`config.mk`:
```
export PLATFORM = sky130hd
export DESIGN_NAME = pet_needs
export DESIGN_NICKNAME = d
export VERILOG_FILES = /design/src/rtl/pet_pkg.sv /design/src/rtl/pet_tick_gen.sv /design/src/rtl/pet_needs.sv
export SDC_FILE = /design/constraint.sdc
export NUM_CORES = 1
export LEC_CHECK = 0
export CORE_UTILIZATION = 49
export DETAILED_ROUTE_END_ITERATION = 12
export MAX_ROUTING_LAYER = met4
export PLACE_DENSITY = 0.73
export SLEW_MARGIN = 0
export SYNTH_ARGS = -nofsm -noshare
export SYNTH_HDL_FRONTEND = slang
export SYNTH_SLANG_ARGS = --single-unit
```
`constraint.sdc`:
```
create_clock -name clk -period 12.7 [get_ports clk]
set_input_delay 2.54 -clock clk [delete_from_list [all_inputs] [get_ports clk]]
set_output_delay 2.54 -clock clk [all_outputs]
set_load 0.05 [all_outputs]
```
`src/rtl/pet_pkg.sv`:
```
// pet_pkg: shared constants, need bundle and saturating helpers
// for the pet_needs virtual-pet block.
package pet_pkg;

  localparam logic [1:0] ACT_PLAY  = 2'd0;
  localparam logic [1:0] ACT_EAT   = 2'd1;
  localparam logic [1:0] ACT_SLEEP = 2'd2;
  localparam logic [1:0] ACT_HEAL  = 2'd3;

  localparam logic [1:0] ST_ALIVE = 2'd0;
  localparam logic [1:0] ST_SICK  = 2'd1;
  localparam logic [1:0] ST_DEAD  = 2'd2;

  localparam logic [7:0] NEED_MAX   = 8'd100;
  localparam logic [7:0] SICK_LEVEL = 8'd20;

`ifdef PET_MEDICINE_EN
  localparam logic [2:0] MEDS_RST  = 3'd3;
  localparam logic [2:0] MEDS_MAX  = 3'd7;
  localparam logic [5:0] MEDS_LAST = 6'd63;
`endif

  typedef struct packed {
    logic [6:0] food;
    logic [6:0] fun;
    logic [6:0] rest;
    logic [6:0] life;
  } needs_t;

  localparam needs_t NEEDS_RST = '{
    food: 7'd100,
    fun:  7'd100,
    rest: 7'd100,
    life: 7'd100
  };

  function automatic logic [7:0] sat_add(
    input logic [7:0] a,
    input logic [7:0] b
  );
    logic [8:0] s;
    s = {1'b0, a} + {1'b0, b};
    return (s > {1'b0, NEED_MAX}) ? NEED_MAX : s[7:0];
  endfunction

  function automatic logic [7:0] sat_sub(
    input logic [7:0] a,
    input logic [7:0] b
  );
    return (a < b) ? 8'd0 : a - b;
  endfunction

endpackage

```
`src/rtl/pet_tick_gen.sv`:
```
// pet_tick_gen: free-running prescaler, one-cycle tick at the
// terminal count TICK_CYCLES-1.
module pet_tick_gen
  import pet_pkg::*;
#(
  parameter int TICK_CYCLES = 5000000
) (
  input  logic clk,
  input  logic rst,
  output logic tick
);

  localparam int W =
    (TICK_CYCLES > 1) ? $clog2(TICK_CYCLES) : 1;
  localparam logic [W-1:0] LAST = W'(TICK_CYCLES - 1);

  logic [W-1:0] r_cnt;

  always_ff @(posedge clk) begin
    if (rst) begin
      r_cnt <= '0;
    end else if (r_cnt == LAST) begin
      r_cnt <= '0;
    end else begin
      r_cnt <= r_cnt + W'(1);
    end
  end

  assign tick = (r_cnt == LAST);

endmodule

```
`src/rtl/pet_needs.sv`:
```
// pet_needs: tick-driven food/fun/rest decay, life tracking, health FSM
// and action handshake. Define PET_MEDICINE_EN for the meds supply.
module pet_needs
  import pet_pkg::*;
#(
  parameter int TICK_CYCLES    = 5000000,
  parameter int DECAY_TICKS    = 1,
  parameter int ACTION_GAIN    = 20,
  parameter int COOLDOWN_TICKS = 2,
  parameter int LIFE_PLUS      = 70,
  parameter int LIFE_MINUS     = 30
) (
  input  logic       clk,
  input  logic       rst,
  input  logic       act_valid,
  input  logic [1:0] act_code,
  output logic       act_ready,
  output logic [6:0] food,
  output logic [6:0] fun,
  output logic [6:0] rest,
  output logic [6:0] life,
  output logic       disease,
  output logic       death,
`ifdef PET_MEDICINE_EN
  output logic [2:0] meds,
`endif
  output logic       tick
);

  localparam int DW =
    (DECAY_TICKS > 1) ? $clog2(DECAY_TICKS) : 1;
  localparam int CW = $clog2(COOLDOWN_TICKS + 2);

  localparam logic [DW-1:0] DLAST = DW'(DECAY_TICKS - 1);
  localparam logic [CW-1:0] COOL  = CW'(COOLDOWN_TICKS);
  localparam logic [7:0]    GAIN  = 8'(ACTION_GAIN);
  localparam logic [7:0]    HALF  = 8'(ACTION_GAIN / 2);
  localparam logic [7:0]    LP    = 8'(LIFE_PLUS);
  localparam logic [7:0]    LM    = 8'(LIFE_MINUS);

  needs_t        r_nd;
  logic [1:0]    r_state;
  logic          r_disease;
  logic          r_death;
  logic [CW-1:0] r_cool;
  logic [DW-1:0] r_dcnt;

  logic       w_tick;
  logic       w_dead;
  logic       w_upd;
  logic       w_decay;
  logic       w_rdy_base;
  logic       w_ready;
  logic       w_acc;
  logic       w_play;
  logic       w_eat;
  logic       w_sleep;
  logic       w_heal;
  logic [1:0] w_state;

  logic [7:0] w_f0;
  logic [7:0] w_u0;
  logic [7:0] w_r0;
  logic [7:0] w_l0;
  logic [7:0] w_plus;
  logic [7:0] w_minus;
  logic [7:0] w_lsum;
  logic [7:0] w_lnet;
  logic [7:0] w_lclip;
  logic [7:0] w_food;
  logic [7:0] w_fun;
  logic [7:0] w_rest;
  logic [7:0] w_life;

  pet_tick_gen #(
    .TICK_CYCLES(TICK_CYCLES)
  ) u_tick (
    .clk (clk),
    .rst (rst),
    .tick(w_tick)
  );

  assign w_dead  = (r_state == ST_DEAD);
  assign w_upd   = w_tick && !w_dead;
  assign w_decay = w_upd && (r_dcnt == DLAST);

  assign w_play  = (act_code == ACT_PLAY);
  assign w_eat   = (act_code == ACT_EAT);
  assign w_sleep = (act_code == ACT_SLEEP);
  assign w_heal  = (act_code == ACT_HEAL);

  assign w_rdy_base = !w_dead && (r_cool == '0);
  assign w_acc      = act_valid && w_ready;

  assign w_f0 = {1'b0, r_nd.food};
  assign w_u0 = {1'b0, r_nd.fun};
  assign w_r0 = {1'b0, r_nd.rest};
  assign w_l0 = {1'b0, r_nd.life};

  // Life moves on pre-tick needs; clamp only after both terms.
  assign w_plus =
    {7'd0, w_f0 >= LP} +
    {7'd0, w_u0 >= LP} +
    {7'd0, w_r0 >= LP};
  assign w_minus =
    {7'd0, w_f0 <= LM} +
    {7'd0, w_u0 <= LM} +
    {7'd0, w_r0 <= LM};
  assign w_lsum  = w_l0 + w_plus;
  assign w_lnet  =
    (w_lsum < w_minus) ? 8'd0 : w_lsum - w_minus;
  assign w_lclip =
    (w_lnet > NEED_MAX) ? NEED_MAX : w_lnet;

  // Tick effects land first, the accepted action on top.
  always_comb begin
    w_food = w_f0;
    w_fun  = w_u0;
    w_rest = w_r0;
    w_life = w_l0;
    if (w_decay) begin
      w_food = sat_sub(w_food, 8'd1);
      w_fun  = sat_sub(w_fun, 8'd1);
      w_rest = sat_sub(w_rest, 8'd1);
    end
    if (w_upd) begin
      w_life = w_lclip;
    end
    if (w_acc) begin
      unique case (1'b1)
        w_play: begin
          w_fun  = sat_add(w_fun, GAIN);
          w_rest = sat_sub(w_rest, HALF);
        end
        w_eat:   w_food = sat_add(w_food, GAIN);
        w_sleep: w_rest = sat_add(w_rest, GAIN);
        w_heal: begin
          if (r_state == ST_SICK) begin
            w_life = sat_add(w_life, GAIN);
          end
        end
        default: ;
      endcase
    end
  end

  always_comb begin
    w_state = r_state;
    if (w_dead || (w_life == 8'd0)) begin
      w_state = ST_DEAD;
    end else if (w_life <= SICK_LEVEL) begin
      w_state = ST_SICK;
    end else begin
      w_state = ST_ALIVE;
    end
  end

  always_ff @(posedge clk) begin
    if (rst) begin
      r_nd      <= NEEDS_RST;
      r_state   <= ST_ALIVE;
      r_disease <= 1'b0;
      r_death   <= 1'b0;
      r_cool    <= '0;
      r_dcnt    <= '0;
    end else begin
      r_nd.food <= 7'(w_food);
      r_nd.fun  <= 7'(w_fun);
      r_nd.rest <= 7'(w_rest);
      r_nd.life <= 7'(w_life);
      r_state   <= w_state;
      r_disease <= (w_state == ST_SICK);
      r_death   <= (w_state == ST_DEAD);
      if (w_acc) begin
        r_cool <= COOL;
      end else if (w_tick && (r_cool != '0)) begin
        r_cool <= r_cool - CW'(1);
      end
      if (w_tick) begin
        r_dcnt <= (r_dcnt == DLAST) ?
          '0 : r_dcnt + DW'(1);
      end
    end
  end

`ifdef PET_MEDICINE_EN
  logic [2:0] r_meds;
  logic [5:0] r_mcnt;
  logic [2:0] w_meds;
  logic       w_med_inc;

  assign w_ready =
    w_rdy_base && !(w_heal && (r_meds == 3'd0));
  assign w_med_inc = w_tick && (r_mcnt == MEDS_LAST);

  always_comb begin
    w_meds = r_meds;
    if (w_acc && w_heal) begin
      w_meds = w_meds - 3'd1;
    end
    if (w_med_inc && (w_meds != MEDS_MAX)) begin
      w_meds = w_meds + 3'd1;
    end
  end

  always_ff @(posedge clk) begin
    if (rst) begin
      r_meds <= MEDS_RST;
      r_mcnt <= 6'd0;
    end else begin
      r_meds <= w_meds;
      if (w_tick) begin
        r_mcnt <= r_mcnt + 6'd1;
      end
    end
  end

  assign meds = r_meds;
`else
  assign w_ready = w_rdy_base;
`endif

  assign act_ready = w_ready;
  assign food      = r_nd.food;
  assign fun       = r_nd.fun;
  assign rest      = r_nd.rest;
  assign life      = r_nd.life;
  assign disease   = r_disease;
  assign death     = r_death;
  assign tick      = w_tick;

endmodule
```
Word-level counts from Yosys, hierarchy flattened
Index checks and enable logic that the tools add are counted.
{ "totals": {"register_bits": 58, "output_inout_bits": 32} }
{ "op_classes": {"add_sub_neg": 17, "magnitude_cmp": 17, "eq_ne": 8, "n_mux": 28, "n_bitwise": 1, "reduce_logical": 14} }
{ "ops": {"columns": ["op", "count"], "rows": [
  ["two-way mux 8 bit", 13],
  ["two-way mux 7 bit", 9],
  ["adder 8 x 5 -> 9 bit, second input constant", 4],
  ["greater-than comparator 9 x 7 -> 1 bit, second input constant", 4],
  ["subtractor 7 x 1 -> 8 bit, second input constant", 3],
  ["adder 23 x 1 -> 23 bit, second input constant", 1],
  ["== test 23 bit, second input constant", 1],
  ["greater-or-equal comparator 7 bit, second input constant", 3],
  ["<= comparator 7 x 5 -> 1 bit, second input constant", 3],
  ["less-than comparator 7 x 1 -> 1 bit, second input constant", 3],
  ["case mux 7 bit (2 select lines)", 1],
  ["adder 7 x 3 -> 8 bit", 1],
  ["== test 2 bit, second input constant", 4],
  ["greater-than comparator 8 x 7 -> 1 bit, second input constant", 1],
  ["<= comparator 8 x 5 -> 1 bit, second input constant", 1],
  ["logical NOT 8 bit", 1],
  ["less-than comparator 8 x 3 -> 1 bit", 1],
  ["less-than comparator 8 x 4 -> 1 bit, second input constant", 1],
  ["subtractor 8 x 3 -> 8 bit", 1],
  ["subtractor 7 x 4 -> 7 bit, second input constant", 1],
  ["adder 2 x 1 -> 3 bit", 2],
  ["== test 2 x 1 -> 1 bit, second input constant", 3],
  ["two-way mux 2 bit", 3],
  ["logical AND 1 bit", 5],
  ["other kinds (10)", 15]
]} }

Depth between registers and ports, before layout
Gate-level depths: netlist of the first run.
{ "logic_depth": {"ltp_word": 19, "mapped_depth": 25} }

Cells and area by module
A second synthesis of the first run with hierarchy kept.
{ "unflattened": {"hier_cells": 607, "hier_area_um2": 4684.5} }
{ "modules_own_cells": {"columns": ["mod", "n_inst", "cells_per_inst", "area_each_um2"], "rows": [
  ["pet_needs", 1, 483, 3554.7],
  ["pet_tick_gen", 1, 124, 1129.8]
]} }

Worst setup path before layout of the first run
Ideal clock, no wire load.
{ "synth_path": {"path_type": "reg2reg", "startpoint": "register food[0] (netlist name)", "endpoint": "register r_disease, in the netlist disease", "setup_ns": 0.116, "arrival_time_ns": 5.614, "t_required_ns": 12.584, "setup_slack_ns": 6.970, "stages_incl_launch_ff": 25, "period_less_slack_ns": 5.730, "cell_sequence": "dfxtp_1 inv_1 ha_1 o21ai_0 a21boi_0 fa_1 ha_1 inv_1 fa_1 inv_1 ha_1 nand2b_1 a311oi_1 or4_1 and4_1 a211o_1 o2111ai_2 and2_4 inv_2 ha_1 nor2_1 xnor2_1 o211ai_1 o221a_1 o211a_1"} }
{ "synth_via": {"elab_chain_len": 19} }
{ "synth_lines": {"columns": ["item", "line", "rtl"], "rows": [
  ["greater-or-equal comparator 7 bit", "pet_needs.sv:102", "{7'd0, w_f0 >= LP} +"],
  ["adder 1 x 1 -> 2 bit", "pet_needs.sv:102", null],
  ["adder 2 x 1 -> 3 bit", "pet_needs.sv:103", "{7'd0, w_u0 >= LP} +"],
  ["adder 7 x 3 -> 8 bit", "pet_needs.sv:109", "assign w_lsum = w_l0 + w_plus;"],
  ["subtractor 8 x 3 -> 8 bit or less-than comparator 8 x 3 -> 1 bit (tied branches)", "pet_needs.sv:111", "(w_lsum < w_minus) ? 8'd0 : w_lsum - w_minus;"],
  ["two-way mux 8 bit *", "pet_needs.sv:111", null],
  ["greater-than comparator 8 x 7 -> 1 bit", "pet_needs.sv:113", "(w_lnet > NEED_MAX) ? NEED_MAX : w_lnet;"],
  ["two-way mux 8 bit *", "pet_needs.sv:113", null],
  ["[... 3 more ...]", null, null],
  ["two-way mux 8 bit", "pet_pkg.sv:43", "return (s > {1'b0, NEED_MAX}) ? NEED_MAX : s[7:0];"],
  ["two-way mux 8 bit", "pet_needs.sv:138", "if (r_state == ST_SICK) begin"],
  ["two-way mux 8 bit", "pet_needs.sv:130", "unique case (1'b1)"],
  ["two-way mux 8 bit *", "pet_needs.sv:129", "if (w_acc) begin"],
  ["<= comparator 8 x 5 -> 1 bit or logical NOT 8 bit (tied branches)", "pet_needs.sv:151, pet_needs.sv:149", null],
  ["two-way mux 1 bit or logical OR 1 bit (tied branches)", "pet_needs.sv:151, pet_needs.sv:149", null],
  ["two-way mux 2 bit *", "pet_needs.sv:149", "if (w_dead || (w_life == 8'd0)) begin"],
  ["== test 2 x 1 -> 1 bit *", "pet_needs.sv:172", "r_disease <= (w_state == ST_SICK);"],
  ["end signal: assignment", "pet_needs.sv:172", null],
  ["end: declaration", "pet_needs.sv:43", "logic r_disease;"]
]} }
Mark *: on every way between the ends. The rest lies on a longest branch, timed or not.
A chain may end at the register's enable or synchronous reset.

Final worst setup path of the first run
{ "layout_path": {"startpoint": "register rest[0] (netlist name)", "endpoint": "register r_disease, in the netlist disease"} }
{ "layout_via": {"elab_chain_len": 18} }
{ "layout_lines": {"columns": ["item", "line", "rtl"], "rows": [
  ["greater-or-equal comparator 7 bit", "pet_needs.sv:104", "{7'd0, w_r0 >= LP};"],
  ["adder 2 x 1 -> 3 bit", "pet_needs.sv:103", null],
  ["adder 7 x 3 -> 8 bit", "pet_needs.sv:109", null],
  ["subtractor 8 x 3 -> 8 bit or less-than comparator 8 x 3 -> 1 bit (tied branches)", "pet_needs.sv:111", null],
  ["two-way mux 8 bit *", "pet_needs.sv:111", null],
  ["greater-than comparator 8 x 7 -> 1 bit", "pet_needs.sv:113", null],
  ["two-way mux 8 bit *", "pet_needs.sv:113", null],
  ["two-way mux 8 bit *", "pet_needs.sv:126", "if (w_upd) begin"],
  ["[... 2 more ...]", null, null],
  ["two-way mux 8 bit", "pet_pkg.sv:43", null],
  ["two-way mux 8 bit", "pet_needs.sv:138", null],
  ["two-way mux 8 bit", "pet_needs.sv:130", null],
  ["two-way mux 8 bit *", "pet_needs.sv:129", null],
  ["<= comparator 8 x 5 -> 1 bit or logical NOT 8 bit (tied branches)", "pet_needs.sv:151, pet_needs.sv:149", null],
  ["two-way mux 1 bit or logical OR 1 bit (tied branches)", "pet_needs.sv:151, pet_needs.sv:149", null],
  ["two-way mux 2 bit *", "pet_needs.sv:149", null],
  ["== test 2 x 1 -> 1 bit *", "pet_needs.sv:172", null]
]} }
Marked as above.

==> results of run 1 <==
## critical path: stages, from the launching register on
cell       delay (ns)
dfxtp_1          0.41
inv_1            0.11
ha_1             0.21
o21ai_0          0.17
a21oi_1          0.14
fa_1             0.51
ha_1             0.20
inv_1            0.07
fa_1             0.42
and3b_1          0.40
xnor2_1          0.29
and4_1           0.34
mux2_2           0.37
a21oi_1          0.34
o2111ai_2        0.19
and2_4           0.20
inv_2            0.07
ha_1             0.25
nor2_1           0.08
xnor2_1          0.29
o211ai_1         0.21
o221a_1          0.30
o211a_1          0.12
## power groups by stage
| stage | Clock [uW] | Combinational [uW] | Sequential (uW) |
|---|---|---|---|
| after floorplan | 0 | 70.2 | 194 |
| after global placement | 0 | 95.4 | 189 |
| after detailed placement | 0 | 97.0 | 189 |
| after CTS | 109 | 97.8 | 185 |
| after global routing | 115 | 110 | 186 |
| final | 107 | 98.2 | 185 |
## how the worst min path moves through the flow
stage	startpoint	end	slack, ns	depth (start not counted)
2_1_floorplan	u_tick.r_cnt[0]	u_tick.r_cnt[0]	0.43	1
3_3_place_gp	u_tick.r_cnt[0]	u_tick.r_cnt[0]	0.44	1
3_5_place_dp	u_tick.r_cnt[0]	u_tick.r_cnt[0]	0.46	1
4_1_cts	u_tick.r_cnt[0]	u_tick.r_cnt[0]	0.48	1
5_1_grt	u_tick.r_cnt[0]	u_tick.r_cnt[0]	0.51	1
6_report	u_tick.r_cnt[0]	u_tick.r_cnt[0]	0.48	1
## routing by layer
metal,routed length (um),share of wire,track usage
met1,5710,0.46,0.335
met2,5820,0.47,0.430
met3,634,0.052,0.0354
met4,118,0.0096,0.0669
met5,0,0,-
## synth_stat cells, drive strengths merged, types with 4 or more instances
master / n / area share
a211o: 5 / 0.0092
a211oi: 6 / 0.0095
a21o: 7 / 0.011
a21oi: 31 / 0.033
a221oi: 4 / 0.011
a31oi: 12 / 0.016
and2: 9 / 0.012
and3: 14 / 0.018
and4: 4 / 0.0074
buf: 4 / 0.0060
clkbuf: 23 / 0.018
dfxtp: 56 / 0.24
fa: 4 / 0.017
ha: 22 / 0.058
inv: 39 / 0.031
mux2: 8 / 0.019
mux2i: 9 / 0.019
nand2: 43 / 0.034
nand2b: 8 / 0.011
nand3: 23 / 0.024
nand4: 14 / 0.018
nor2: 89 / 0.071
nor2b: 4 / 0.0052
nor3: 28 / 0.029
nor4: 7 / 0.012
o211ai: 4 / 0.0074
o21a: 5 / 0.0079
o21ai: 36 / 0.039
o22ai: 4 / 0.0066
o31a: 4 / 0.0074
or2: 7 / 0.0092
or3: 4 / 0.0052
or4: 8 / 0.013
xnor2: 17 / 0.031
xor2: 19 / 0.036
## flip-flops by register name, summed over array words and instances (netlist names)
signal and flops:
u_tick.r_cnt 23, food 7, fun 7, life 7
rest 7, r_cool 2, death 1, disease 1
r_state 1
## logic make-up (layout without fill, tap and decap cells)
kind of cell,count (synthesis),count (layout),synth area share
buffers and inverters,66,85,0.0549
and+or+nand+nor,277,277,0.297
AOI/OAI and AO/OA,157,157,0.233
xor gates and xnor gates,36,36,0.0677
adders and majority gates,26,26,0.0746
muxes,17,17,0.0378
DFF,56,56,0.235
## stage by stage
| stage | power (uW) | util | worst slack (ns) |
|---|---|---|---|
| finish | 390 | 0.566 | 6.91 |
| global route | 411 | 0.566 | 6.44 |
| CTS | 392 | 0.566 | 6.93 |
| detailed placement | 286 | 0.556 | 6.97 |
| global placement | 284 | 0.556 | 7.17 |
| floorplan | 264 | - | 6.97 |
## area by class of cell
class / instances / share of cell area
Multi-Input combinational cell: 513 / 0.640
Sequential cell: 56 / 0.212
Timing Repair Buffer: 38 / 0.0710
Tap cell: 129 / 0.0305
Inverter: 39 / 0.0277
Clock buffer: 5 / 0.0130
Clock inverter: 3 / 0.00521
==> out/results.ini, run 1 <==
[status]
status = completed

[die]
io-pin-count = 37
die_x_um = 101
die-area_um2 = 10100
row_count = 35
core_um2 = 9330
initial_core_util = 0.511
die_y_um = 101

[global_routing]
grt_pass1_vias = 4491
grt_pass1_wl_mm = 20.8
track_usage = 0.260
grt_max_degree = 32
antenna_found_initial = 0
overflow = 0

[cells_and_area]
nets = 684
drive_gt1_frac = 0.0612
design_area_um2 = 5280
syn2layout_area_growth_pct = 10.9
multi_input_area_um2 = 3380
fin_cells = 783
nFillCells = 913
regArea_um2 = 1120
num_antenna_cells = 0
layout_commonest_cell = nor2_1
final_cell_mix = nor2_1 (88), dfxtp_1 (56), nand2_1 (43), inv_1 (37), clkdlybuf4s50_1 (36)

[job]
maxCapViolCount = 0

[synth]
synthFlopType = dfxtp_1
syn_inst = 635
async_flop_share = 0
synth-seq-cells = 56
synth-edff-count = 0
seq_area_frac_synth = 0.235
synth_cell_types = 82
syn_area_per_cell_um2 = 7.51
syn_area_um2 = 4770
syn_nets = 666
ys_warn_count = 0

[route]
viasPerCell = 6.10
vias = 4776
drc = 0
ant_nets = 0
detail_route.wl_per_cell_um = 15.7
drtIter0Drc = 197
routed_wl_mm = 12.3
first_pass_iters = 5

[clock_tree]
cts_buffers = 5
clkLatencyLatePin_ns = 0.32
cts_root_buf = clkbuf_8
cts_tree = done
max-clock-path-buffers = 2
cts_sinks = 56
htreeDepth = 2
cts.clk_slew.worst_paths_ns = 0.11
postCtsSetupBuffers = 0
cts.repair.resized = 0
hold_buffers = 0

[timing]
slew_headroom = 0.225
slew_viol_final = 0
rsz0062_at_grt = no
setup_viol = 0
whs_ns = 0.480
clock_skew_ns = 0.00950
worst_pin_slew_ns = 1.15
period_share = 0.456
finalSetupTns_ns = 0
final_period_minus_worst_setup_slack_ns = 5.79
hold_viol_final = 0
fmax_mhz = 173

[placed_design]
dp_hpwl_mm = 9.40
placed_area_um2 = 5190
io_buffers = 36
placed_cells = 775
routabilityCongestion = 0.934

[power]
switchingPower_uw = 133
p_per_area_nw_per_um2 = 73.8
switching_share = 0.342
power_leakage_uw = 0.00199
p_int_uw = 257
p_comb_frac = 0.252
clkPwrFrac = 0.274
seq_power_share = 0.474
irDropWorstVdd_mv = 0.0654

[setup_path]
critPathKind = register to register
arrival_ns = 6.02
worstPathRequired_ns = 12.93
cp-startpoint = rest[0]
cp_max_fo = 8
crit_path_start_kind = register
r2r_slack_ns = 6.91
crit_end = disease
reg2reg_to = disease
r2r_cells = 22
r2r-start = rest[0]
cp-end-kind = register

[worst_hold_path]
hold_path.class = register to register

(Power assumes the default switching activity.)
==> inputs of run 2 (changes only) <==
==> constraint.sdc (replaced) <==
create_clock -name clk -period 6 [get_ports clk]
set_input_delay 1.2 -clock clk [delete_from_list [all_inputs] [get_ports clk]]
set_output_delay 1.2 -clock clk [all_outputs]
set_load 0.05 [all_outputs]
==> run 2 against run 1 <==
Net effect:
- hold slack better by 0.0078 ns
- clock-buffer cell count is the same
- via count is 0.34% lower
- flip-flop and latch count is the same
- largest cell class unchanged
- sequential share of layout area shrank 0.16 points
- highest routed layer unchanged
==> out/results.ini, run 2 (same netlist as run 1, synthesis figures left out) <==
[setup_path]
cp_slowest_cell = fa_1
crit_path_start_kind = register
worstPathRequired_ns = 6.23  ; -6.70 ns
crit_buf_inv = 4  ; +1
critPathKind = register to register
cp_max_fo = 5  ; -3
cpPeakStageDelay_ns = 0.53  ; +0.02 ns
cp-end-kind = register
cp_cell_sequence = inv_1 > ha_1 > o21ai_0 > a21oi_1 > fa_1 > ha_2 > inv_1 > fa_1 > inv_1 > ha_1 > nand2b_1 > a311oi_2 > or4_1 > and4_1 > a211o_1 > nor2_2 > o21a_1 > inv_2 > ha_1 > a2bb2oi_2 > a221oi_4 > o21ai_2 > a211o_1
critPathTopFamily = adder cells
arrival_ns = 5.88  ; -0.14 ns

[cells_and_area]
layout_commonest_cell = nor2_1
final_util = 0.572  ; +0.00550
drive_gt1_frac = 0.0776  ; +0.0165
regArea_um2 = 1120  ; +0.22%
syn2layout_area_growth_pct = 11.9
largest_reg_flops = 23  ; unchanged
nets = 687  ; +0.44%
multi_input_area_um2 = 3410  ; +0.78%
final_cell_mix = nor2_1 (87), dfxtp_1 (54), nand2_1 (43), inv_1 (37), clkdlybuf4s50_1 (36)
num_antenna_cells = 0  ; unchanged
top_register = u_tick.r_cnt
nFillCells = 915  ; +0.22%

[power]
p_per_area_nw_per_um2 = 156  ; +110%
power_leakage_uw = 0.00201  ; +0.68%
irDropWorstVdd_mv = 0.112  ; +71%

[placed_design]
dp_hpwl_mm = 9.43  ; +0.33%
routabilityCongestion = 0.954  ; +2.1%
dpl_worst_slack_ns = 0.243  ; -6.72 ns
io_buffers = 36  ; unchanged

[timing]
period_share = 0.943  ; +0.487
setup_viol = 0  ; unchanged
final_period_minus_worst_setup_slack_ns = 5.66  ; -0.130 ns
finalSetupTns_ns = 0  ; unchanged
slew_viol_final = 0  ; unchanged
hold_viol_final = 0  ; unchanged
clock_skew_ns = 0.0142  ; +0.00468 ns
fmax_mhz = 177  ; +2.3%
slew_headroom = 0.250  ; +0.0256
fin_ws_ns = 0.344  ; -6.57 ns
whs_ns = 0.488  ; +0.00780 ns
worst_pin_slew_ns = 1.12  ; -0.0381 ns

[global_routing]
grt_pass1_vias = 4480  ; -0.24%
overflow = 0  ; unchanged
grt_pass1_wl_mm = 20.7  ; -0.40%
antenna_found_initial = 0  ; unchanged
track_usage = 0.260  ; about the same
grt_max_degree = 32  ; unchanged

[route]
detail_route.wl_per_cell_um = 15.8  ; +0.42%
ant_nets = 0  ; unchanged
routed_wl_mm = 12.4  ; +0.81%
drtIter0Drc = 269  ; +37%
vias = 4760  ; -0.34%
first_pass_iters = 5  ; unchanged
drc = 0  ; unchanged
viasPerCell = 6.06  ; -0.72%

[clock_tree]
cts.clk_slew.worst_paths_ns = 0.11  ; about the same
hold_buffers = 0  ; unchanged
cts_sinks = 56  ; unchanged
cts_tree = done
max-clock-path-buffers = 2  ; unchanged
cts_buffers = 5  ; unchanged
clkLatencyLatePin_ns = 0.32  ; about the same
htreeDepth = 2  ; unchanged
cts_root_buf = clkbuf_8

[job]
maxCapViolCount = 0  ; unchanged

[die]
die-area_um2 = 10100  ; unchanged
die_x_um = 101  ; unchanged
core_um2 = 9330  ; unchanged
io-pin-count = 37  ; unchanged
initial_core_util = 0.511  ; unchanged
row_count = 35  ; unchanged
die_y_um = 101  ; unchanged

[worst_hold_path]
hold_path.class = register to register

[status]
status = completed

## run 2: cell count changes in the layout (fill, tap and decap cells not counted), sizes merged
cell / change
buf: +3
## run 2: per-stage QoR
stage / total power [uW] / instances / cell area [um2]
6_report: 833 / 786 / 5340
5_1_grt: 881 / 786 / 5340
4_1_cts: 834 / 786 / 5310
3_5_place_dp: 609 / 778 / 5210
3_3_place_gp: 605 / 778 / 5210
2_1_floorplan: 558 / 635 / 4770
## run 2: timing repair
item                                    in CTS  in global routing
resized for setup                            0                  9
endpoints found under the setup margin       0                  9
setup buffers                                0                  0
## run 2: final timing paths
check,start,endpoint,slack (ns),cells past startpoint
worst min register to register,u_tick.r_cnt[0],u_tick.r_cnt[0],0.49,1
worst max-delay path,rest[0],life[6],0.34,23
worst min-delay path,u_tick.r_cnt[0],u_tick.r_cnt[0],0.49,1
worst max register to register,rest[0],life[6],0.34,23
## run 2: power by group
part / leakage, uW / switching [uW] / internal, uW
sequential: 0.000454 / 11.5 / 379
clock: 0.0000463 / 140 / 86.2
combinational: 0.00151 / 134 / 81.7
total: 0.00201 / 286 / 547
## run 2: layer usage
layer	wire length (um)	track usage
met4	199	0.0847
met5	0	-
met3	788	0.0513
met2	5660	0.416
met1	5750	0.330
## run 2: area by class of cell
type	instances	share of cell area
inverters	39	0.0274
flip-flops and latches	56	0.211
well taps	129	0.0303
clock buffers	5	0.0129
repair buffers	41	0.0746
clock inverters	3	0.00516
multi-input cells	513	0.639
==> inputs of run 3 (changes only) <==
--- a/config.mk
+++ b/config.mk
@@ -6,6 +6,7 @@
 export NUM_CORES = 1
 export LEC_CHECK = 0
 export CORE_UTILIZATION = 49
+export CTS_CLUSTER_SIZE = 28
 export DETAILED_ROUTE_END_ITERATION = 12
 export MAX_ROUTING_LAYER = met4
 export PLACE_DENSITY = 0.73
@@ -13,3 +14,4 @@
 export SYNTH_ARGS = -nofsm -noshare
 export SYNTH_HDL_FRONTEND = slang
 export SYNTH_SLANG_ARGS = --single-unit
+export TNS_END_PERCENT = 1
==> results of run 3 <==
Final layout, timing and power as in run 2 (identical DEF).
